--- src/rtl/fetch_pc_unit.sv ---
// Fetch-stage program counter: PC register, sequential adder and redirect mux.
// Optional redirect-target alignment check enabled by defining FETCH_ALIGN_CHECK_EN.
module fetch_pc_unit #(
    parameter logic [31:0] RESET_VECTOR = 32'h0000_0000,
    parameter int unsigned PC_INCR      = 4
) (
    input  logic        clk,
    input  logic        rst,
    input  logic        b_taken,
    input  logic [31:0] b_pc,
    input  logic        stall,
    output logic [31:0] inst_addr,
    output logic [31:0] pc_out,
    output logic [31:0] pc_plus4,
    output logic        inst_valid,
    output logic        misalign_err
);

    logic [31:0] target;

    // Carry out of bit 31 is discarded, so the PC wraps modulo 2^32.
    assign pc_plus4 = inst_addr + 32'(PC_INCR);

`ifdef FETCH_ALIGN_CHECK_EN
    assign target = {b_pc[31:2], 2'b00};
`else
    assign target = b_pc;
`endif

    assign pc_out = b_taken ? target : pc_plus4;

    always_ff @(posedge clk or negedge rst) begin
        if (!rst) begin
            inst_addr  <= RESET_VECTOR;
            inst_valid <= 1'b0;
        end else begin
            inst_valid <= 1'b1;
            // Redirect wins over stall so a taken branch is never lost.
            if (b_taken || !stall) begin
                inst_addr <= pc_out;
            end
        end
    end

`ifdef FETCH_ALIGN_CHECK_EN
    always_ff @(posedge clk or negedge rst) begin
        if (!rst) begin
            misalign_err <= 1'b0;
        end else begin
            misalign_err <= b_taken && (b_pc[1:0] != 2'b00);
        end
    end
`else
    assign misalign_err = 1'b0;
`endif

endmodule

--- config.mk ---
export PLATFORM = sky130hd
export DESIGN_NAME = fetch_pc_unit
export DESIGN_NICKNAME = d
export VERILOG_FILES = /design/src/rtl/fetch_pc_unit.sv
export SDC_FILE = /design/constraint.sdc
export NUM_CORES = 1
export LEC_CHECK = 0
export ABC_AREA = 1
export BUFFER_PORTS_ARGS = -buffer_cell sky130_fd_sc_hd__buf_2
export CAP_MARGIN = 20
export CORE_ASPECT_RATIO = 0.5
export CORE_MARGIN = 1.5
export CORE_UTILIZATION = 47
export DETAILED_ROUTE_END_ITERATION = 10
export GPL_TIMING_DRIVEN = 0
export PLACE_DENSITY = 0.82
export SETUP_SLACK_MARGIN = 0.15
export SKIP_CTS_REPAIR_TIMING = 1
export SYNTH_ARGS = -nofsm -noshare
export SYNTH_HDL_FRONTEND = slang
export SYNTH_SLANG_ARGS = --single-unit
--- constraint.sdc ---
create_clock -name clk -period 1.9 [get_ports clk]
set_clock_uncertainty 0.05 [all_clocks]
set_input_delay 0.285 -clock clk [delete_from_list [all_inputs] [get_ports clk]]
set_output_delay 0.285 -clock clk [all_outputs]
set_load 0.005 [all_outputs]
==> impl_metrics.tcl, run 1 <==
set metrics [dict create \
    ys_seq_area_share_pct 30.9 \
    crit_path_end_kind "primary output" \
    grt_pass1_vias 2827 \
    yosysTopAreaCell "dfrtp_1" \
    grt_max_degree 34 \
    synth_top_family_by_area "simple AND/OR/NAND/NOR gates" \
    yosys.area_share.adder_pct 0.469 \
    core_area_mm2 0.00547 \
    stdcell_count 655 \
    slew_headroom_pct 47.0 \
    leakage_nw 2.10 \
    ys_types 26 \
    synthCells 429 \
    regArea_um2 838 \
    cts_root_buf "clkbuf_16" \
    num_vias 3326 \
    grt_util_all_layers_pct 26.1 \
    reg2reg_from "inst_addr[3]" \
    final.setup.tns_ns -12.62 \
    multi_input_area_mm2 0.00185 \
    critical_path.cell_chain "ha_2, nand2_2, nor2_4, nand3b_1, o21ai_2, nand3_2, and2_4, buf_6" \
    rr_worst_depth 8 \
    die_area_mm2 0.00617 \
    initial_core_util_pct 48.8 \
    rsz0062_at_grt "yes" \
    area_growth_pct 47.0 \
    remaining_drc_errors 0 \
    avgSynthCellArea_um2 6.22 \
    syn-num-nets 466 \
    die_y_um 56.3 \
    place_inst 634 \
    wl_per_cell_um 13.5 \
    whs_ns 0.0466 \
    violations "setup timing" \
    slowest_delay_ns 0.39 \
    dp_worst_setup_slack_ns -0.163 \
    synth_compound_area_share_pct 7.36 \
    grt-busiest-layer "met2" \
    n_fill_cell 473 \
    ios 134 \
    post-route-min-period_ns 2.33 \
    drive_above_1_share_pct 42.6 \
    grtUsageMet2_pct 43.6 \
    dr.pass1.iters 5 \
    wirelength_um 8810 \
    muxShareOfSynthArea_pct 0 \
    worst-path-stages 8 \
    fin_crit_sh_pct 122 \
    final-setup-viol-count 53 \
    r2r_slack_ns 0.11 \
    synth_top_cell_area_share_pct 30.9 \
    h-tree-depth 2 \
    worst_slew_pin_slew_ns 0.796 \
    synth_xor_area_share_pct 2.30 \
    dp_hpwl_um 6210 \
    die_w_um 110 \
    dr.first_iter.drc_count 276 \
    critPathArrivalTime_ns 1.99 \
    ant_nets 0 \
    grt_first_pass_wirelength_um 12500 \
    cp_top_family "simple AND/OR/NAND/NOR gates" \
    maxSlewViolCount 0 \
    path_clk_slew_ns 0.06 \
    worstPathMaxFanout 4 \
    power.density_mw_per_mm2 691 \
    hold_viol 0 \
    cp_data_required_time_ns 1.56 \
    max_freq_ghz 0.430 \
    cts.sinks 33 \
    status "complete, but fails checks" \
    cts_buffer_depth 2 \
    yosys.area_share.simple_pct 50.5 \
    met3_usage_pct 4.30 \
    final_util_pct 71.7 \
    synth_area_leaders "dfrtp_1, nand2_1, nand3_1" \
    min_path_type "primary input to asynchronous set/reset pin" \
    cap_violations 0 \
    nets 618 \
    grt_util_met1_pct 34.9 \
    syn_area_mm2 0.00267 \
    start_kind "register" \
    cp_slowest_cell "dfrtp_1" \
    viasPerCell 5.08 \
    antenna_cells 0 \
    worst_slack_ns -0.426 \
    cts_buffers 5 \
    cts_tree "yes" \
    peakVddDrop_v 0.000516 \
    worstSkewPairLatency_ns 0.28 \
    critPathBufInv 1 \
    place_congestion 0.921 \
    rows 19 \
    io_buffers 132 \
    synth_seq_cells 33 \
    r2r_end "inst_addr[10]" \
    grt_overflow 0 \
    crit_type "register to primary output" \
    synth_warnings 0 \
    antenna_found_initial 0 \
]
==> metal layers <==
layer,part of all wire [%],vias to the layer above
met3,8.1,10
met4,1.4,0
met5,0,-
met2,48,152
met1,43,1511
li1,-,1653
==> logic make-up (layout without fill, tap and decap cells) <==
family,count (synthesis),after routing
simple gates,300,300
xor+xnor,7,7
other cells,2,2
flops,33,33
compound gates,33,33
buf+inv,53,206
fa+ha+maj,1,1
==> synthesized netlist by cell type, drive strengths merged <==
| cell | n |
|---|---|
| a31oi | 5 |
| and2 | 18 |
| buf | 8 |
| clkbuf | 8 |
| conb | 2 |
| dfrtp | 33 |
| ha | 1 |
| inv | 37 |
| nand2 | 166 |
| nand3 | 49 |
| nand3b | 2 |
| nand4 | 1 |
| nor2 | 46 |
| o211ai | 5 |
| o21a | 5 |
| o21ai | 18 |
| or2 | 18 |
| xnor2 | 4 |
| xor2 | 3 |
==> report_power, final <==
group | switching [mW] | internal (mW)
Sequential | 0.148 | 0.799
Clock | 0.301 | 0.481
Combinational | 0.519 | 0.463
==> area by class of cell <==
class	instances	area share (%)
clock buffer	6	3.29
sequential	33	21.4
clock inverter	2	0.255
inverter	37	3.54
timing repair buffer	145	19.9
buffer	16	2.20
multi-input combinational	343	47.1
tap	73	2.33
==> how the worst max path moves through the flow <==
| stage | to | slack [ns] | startpoint |
|---|---|---|---|
| after global placement | pc_out[24] | -0.13 | inst_addr[3] |
| after floorplan | pc_out[22] | 0.17 | inst_addr[3] |
| final | pc_out[20] | -0.43 | inst_addr[3] |
| after CTS | pc_out[24] | -0.47 | inst_addr[3] |
| after detailed placement | pc_out[24] | -0.16 | inst_addr[3] |
| after global routing | pc_out[20] | -0.51 | inst_addr[3] |
==> metrics by stage <==
stage                     instance area [um^2]  power (mW)
after floorplan                           2670        1.38
after global placement                    3420        1.77
after detailed placement                  3420        1.78
after CTS                                 3560        2.56
after global routing                      3920        2.87
final                                     3920        2.71
==> state kept, by name, indices dropped and copies added, names as in the netlist <==
register,count
inst_addr,32
inst_valid,1
==> placed cells by master (no fill, tap or decap), types with 2 or more instances in the layout <==
cell type,n
nand2_1,146
a31oi_1,5
clkbuf_1,8
o21ai_1,9
clkinv_2,2
buf_6,5
nor2_2,4
dfrtp_1,23
and2_1,16
nand3b_1,2
clkbuf_16,5
o21a_1,5
nor2_1,31
o211ai_1,5
conb_1,2
inv_2,2
xnor2_1,2
inv_1,35
buf_4,14
nor2_4,11
dfrtp_2,10
o21ai_2,4
nand3_1,38
clkbuf_4,2
nand3_2,11
xor2_2,2
o21ai_0,5
nand2_4,4
or2_2,18
and2_4,2
nand2_2,16
buf_2,132
Power figures use the tool's default switching activity.
==> run 2, diff against run 1 <==
--- a/config.mk
+++ b/config.mk
@@ -13,6 +13,7 @@
 export CORE_UTILIZATION = 47
 export DETAILED_ROUTE_END_ITERATION = 10
 export GPL_TIMING_DRIVEN = 0
+export MAX_ROUTING_LAYER = met4
 export PLACE_DENSITY = 0.82
 export SETUP_SLACK_MARGIN = 0.15
 export SKIP_CTS_REPAIR_TIMING = 1
==> run 2 against run 1 <==
Against the previous run:
- the flow still finishes with violations (setup timing)
- final cell count is the same
- register-to-register slack barely moved
- first-iteration DRC count is 1.1% higher
- total power increased by 0.10%
- largest cell class unchanged
- clock power is essentially flat
- critical path type unchanged
==> impl_metrics.tcl, run 2 (same netlist as run 1, synthesis figures left out) <==
set metrics [dict create \
    r2r_slack_ns 0.10 \
    switching_share_pct 35.8 \
    n_fill_cell 473 \
    dr.pass1.iters 5 \
    final_cell_mix "nand2_1, buf_2, nand3_1, inv_1, nor2_1" \
    cts_root_buf "clkbuf_16" \
    critPathBufInv 1 \
    largest_reg_flops 32 \
    grt_util_all_layers_pct 26.8 \
    p_int_mw 1.74 \
    cp_top_family "simple AND/OR/NAND/NOR gates" \
    crit_type "register to primary output" \
    worst_slew_pin_slew_ns 0.804 \
    reg2reg_from "inst_addr[3]" \
    regArea_um2 838 \
    hold_viol 0 \
    worstSkewPairLatency_ns 0.28 \
    status "complete, but fails checks" \
    power.density_mw_per_mm2 692 \
    ant_nets 0 \
    wl_per_cell_um 13.5 \
    die_y_um 56.3 \
    crit_start "inst_addr[7]" \
    area_growth_pct 47.0 \
    final-setup-viol-count 53 \
    p_comb_share_pct 36.3 \
    rsz0062_at_grt "yes" \
    critical_path.cell_chain "nand2_1, nor2_4, nand3b_1, nor2_1, nand2_1, nand3_1, and2_1, buf_2" \
    grt_overflow 0 \
    cts_tree "yes" \
    post-route-min-period_ns 2.32 \
    power.switching_mw 0.972 \
    crit_path_end_kind "primary output" \
    worstPathMaxFanout 5 \
    die_w_um 110 \
    max_freq_ghz 0.430 \
    maxSlewViolCount 0 \
    largestRegisters "inst_addr x32, inst_valid x1" \
    grt_max_degree 34 \
    antenna_found_initial 0 \
    worst_slack_ns -0.424 \
    dp_hpwl_um 6210 \
    start_kind "register" \
    fin_crit_sh_pct 122 \
    r2r_end "inst_addr[10]" \
    place_congestion 0.937 \
    rows 19 \
    multi_input_area_mm2 0.00185 \
    h-tree-depth 2 \
    nets 618 \
    slowest_delay_ns 0.51 \
    antenna_cells 0 \
    min_path_type "primary input to asynchronous set/reset pin" \
    cap_violations 0 \
    grt_first_pass_wirelength_um 12500 \
    path_clk_slew_ns 0.06 \
    largest_register "inst_addr" \
    cts_buffer_depth 2 \
    layout_commonest_cell "nand2_1" \
    cp_data_required_time_ns 1.56 \
    rr_worst_depth 8 \
    peakVddDrop_v 0.000516 \
    slew_headroom_pct 46.4 \
    core_area_mm2 0.00547 \
    viasPerCell 5.11 \
    drive_above_1_share_pct 42.6 \
    ios 134 \
    remaining_drc_errors 0 \
    io_buffers 132 \
    die_area_mm2 0.00617 \
    violations "setup timing" \
    initial_core_util_pct 48.8 \
    final.setup.tns_ns -12.58 \
    dr.first_iter.drc_count 279 \
    grt_pass1_vias 2825 \
    cts_buffers 5 \
    final_util_pct 71.7 \
    num_vias 3348 \
    whs_ns 0.0481 \
    leakage_nw 2.10 \
    wirelength_um 8840 \
    cpMostUsedCell "nand2_1" \
    cts.sinks 33 \
    p_clk_share_pct 28.8 \
    critPathArrivalTime_ns 1.99 \
    cp_slowest_cell "dfrtp_1" \
    worst-path-stages 8 \
    seq_power_share_pct 34.9 \
]
## run 2: final cells by class
class / instances / share of cell area (%)
multi-input cells: 343 / 47.1
flip-flops and latches: 33 / 21.4
repair buffers: 145 / 19.9
inverters: 37 / 3.54
clock buffers: 6 / 3.29
well taps: 73 / 2.33
plain buffers: 16 / 2.20
clock inverters: 2 / 0.255
## run 2: power by group through the flow
stage          Combinational, mW  Clock, mW  Sequential [mW]
2_1_floorplan              0.459          0            0.917
3_3_place_gp               0.839          0            0.932
3_5_place_dp               0.849          0            0.935
4_1_cts                    0.856      0.778            0.924
5_1_grt                     1.09      0.825            0.963
6_report                   0.984      0.782            0.948
## run 2: per-layer routing
layer,GRT usage (%),up-vias,share of wire [%]
met3,3.95,16,7.9
met5,-,-,0
met4,7.24,0,1.7
met1,35.2,1501,43
met2,43.5,173,47
li1,-,1658,-
## run 2: worst max path at each step
stage / endpoint / slack (ns)
floorplan: pc_out[22] / 0.17
global placement: pc_out[24] / -0.13
detailed placement: pc_out[24] / -0.16
CTS: pc_out[24] / -0.47
global route: pc_out[20] / -0.51
finish: pc_out[19] / -0.42
## run 2: stage by stage
step           cell area, um^2  total power [mW]  instances  setup WS, ns
6_report                  3920              2.71        655        -0.424
5_1_grt                   3920              2.87        655        -0.512
4_1_cts                   3560              2.56        642        -0.466
3_5_place_dp              3420              1.78        634        -0.163
3_3_place_gp              3420              1.77        634        -0.135
2_1_floorplan             2670              1.38        429         0.166
==> run 3, diff against run 2 <==
--- a/config.mk
+++ b/config.mk
@@ -6,7 +6,7 @@
 export NUM_CORES = 1
 export LEC_CHECK = 0
 export ABC_AREA = 1
-export BUFFER_PORTS_ARGS = -buffer_cell sky130_fd_sc_hd__buf_2
+export BUFFER_PORTS_ARGS = -buffer_cell sky130_fd_sc_hd__buf_4
 export CAP_MARGIN = 20
 export CORE_ASPECT_RATIO = 0.5
 export CORE_MARGIN = 1.5
==> run 3 against run 2 <==
Against the previous run:
- fmax is 0.87% lower
- clock power is 2% lower
- highest routed layer unchanged
- the flow still finishes with violations (setup timing)
- wire length is 3.8% higher
- clock-buffer cell count is 1 lower
- utilization is 6.8 points higher
- flip-flop and latch count stayed put
==> impl_metrics.tcl, run 3 (same netlist as run 1, synthesis figures left out) <==
set metrics [dict create \
    grt_pass1_vias 2932 \
    post-route-min-period_ns 2.34 \
    final-setup-viol-count 50 \
    power.switching_mw 0.997 \
    rr_worst_depth 10 \
    antenna_found_initial 0 \
    viasPerCell 5.21 \
    critical_path.cell_chain "nand2_1, nor2_1, nand3b_1, o21ai_2, nand3_2, and2_1, buf_4" \
    largest_reg_flops 32 \
    wirelength_um 9180 \
    cp_top_family "simple AND/OR/NAND/NOR gates" \
    final_area_mm2 0.00429 \
    p_total_mw 2.90 \
    worstPathMaxFanout 5 \
    dp_worst_setup_slack_ns -0.198 \
    cts_root_buf "clkbuf_16" \
    largestRegisters "inst_addr x32, inst_valid x1" \
    antenna_cells 0 \
    die_w_um 110 \
    io_buffers 132 \
    min-delay-start "b_pc[0]" \
    die_area_mm2 0.00617 \
    grt_first_pass_wirelength_um 13300 \
    hold_viol 0 \
    start_kind "register" \
    final.setup.tns_ns -10.14 \
    layout_commonest_cell "nand2_1" \
    slew_headroom_pct 62.3 \
    reg2reg_from "inst_addr[7]" \
    peakVddDrop_v 0.000407 \
    cp_data_required_time_ns 1.56 \
    cts_buffers 5 \
    remaining_drc_errors 0 \
    p_comb_share_pct 41.1 \
    min_path_cells 3 \
    dr.first_iter.drc_count 223 \
    switching_share_pct 34.3 \
    dr.pass1.iters 5 \
    cts_buffer_depth 2 \
    num_vias 3403 \
    slowest_delay_ns 0.44 \
    worst_slack_ns -0.444 \
    initial_core_util_pct 48.8 \
    cts_tree "yes" \
    grt_overflow 0 \
    violations "setup timing" \
    seq_power_share_pct 32.7 \
    dp_hpwl_um 6400 \
    leakage_nw 2.22 \
    multi_input_area_mm2 0.00187 \
    ios 134 \
    critPathArrivalTime_ns 2.01 \
    grt_max_degree 34 \
    fin_crit_sh_pct 123 \
    p_int_mw 1.91 \
    power.density_mw_per_mm2 676 \
    critPathBufInv 1 \
    p_clk_share_pct 26.3 \
    cp_slowest_cell "dfrtp_1" \
    regArea_um2 843 \
    crit_path_end_kind "primary output" \
    status "complete, but fails checks" \
    cap_violations 0 \
    die_y_um 56.3 \
    rows 19 \
    worstSkewPairLatency_ns 0.28 \
    place_inst 634 \
    h-tree-depth 2 \
    r2r_slack_ns 0.10 \
    worst_slew_pin_slew_ns 0.565 \
    n_fill_cell 417 \
    final_cell_mix "nand2_1, buf_4, inv_1, nand3_1, nor2_1" \
    stdcell_count 653 \
    max_freq_ghz 0.427 \
    grt_util_all_layers_pct 28.5 \
    r2r_end "inst_addr[30]" \
    area_growth_pct 60.9 \
    nets 618 \
    holdPathEnd "inst_addr[0]" \
    min_path_type "primary input to register" \
    path_clk_slew_ns 0.05 \
    drive_above_1_share_pct 43.8 \
    core_area_mm2 0.00547 \
    rsz0062_at_grt "yes" \
    ant_nets 0 \
    crit_type "register to primary output" \
    maxSlewViolCount 0 \
    largest_register "inst_addr" \
    postPlaceCellArea_mm2 0.00375 \
    wl_per_cell_um 14.1 \
    place_congestion 0.918 \
    cts.sinks 33 \
]
-- run 3: worst max path at each step --
| stage | start | end | slack (ns) | cells after the start |
|---|---|---|---|---|
| 2_1_floorplan | inst_addr[3] | pc_out[22] | 0.17 | 9 |
| 3_3_place_gp | inst_addr[3] | pc_out[24] | -0.16 | 10 |
| 3_5_place_dp | inst_addr[3] | pc_out[24] | -0.20 | 10 |
| 4_1_cts | inst_addr[3] | pc_out[24] | -0.49 | 10 |
| 5_1_grt | inst_addr[7] | pc_out[20] | -0.51 | 7 |
| 6_report | inst_addr[7] | pc_out[20] | -0.44 | 7 |
-- run 3: final cells by class --
type / instances / share of cell area, %
Multi-Input combinational cell: 343 / 43.5
Timing Repair Buffer: 145 / 26.5
Sequential cell: 33 / 19.6
Inverter: 37 / 3.23
Clock buffer: 5 / 2.91
Tap cell: 73 / 2.13
Buffer: 16 / 1.95
Clock inverter: 1 / 0.117
-- run 3: worst reg2reg max path: cells and delay by family (launching register included) --
kind	cells	cell delay, ns
DFF	1	0.44
and+or+nand+nor	9	1.05
buffers and inverters	1	0.14
-- run 3: power by group through the flow --
stage / sequential, mW / combinational (mW) / clock [mW]
2_1_floorplan: 0.917 / 0.459 / 0
3_3_place_gp: 0.934 / 1.01 / 0
3_5_place_dp: 0.936 / 1.02 / 0
4_1_cts: 0.926 / 1.03 / 0.756
5_1_grt: 0.967 / 1.29 / 0.791
6_report: 0.948 / 1.19 / 0.763
-- run 3: stage by stage --
stage | util, % | hold slack [ns]
final | 78.5 | 0.180
after global routing | 78.5 | 0.203
after CTS | 71.0 | -0.0784
after detailed placement | 68.6 | 0.214
after global placement | 68.6 | 0.214
after floorplan | - | -0.0606
-- run 3: layer usage --
layer  vias to the layer above  part of all wire, %  GRT usage [%]
met1                      1559                   43           38.2
met2                       169                   47           45.6
met5                         -                    0              -
met3                        28                  8.0           4.99
met4                         0                  1.7           5.57
li1                       1647                    -              -
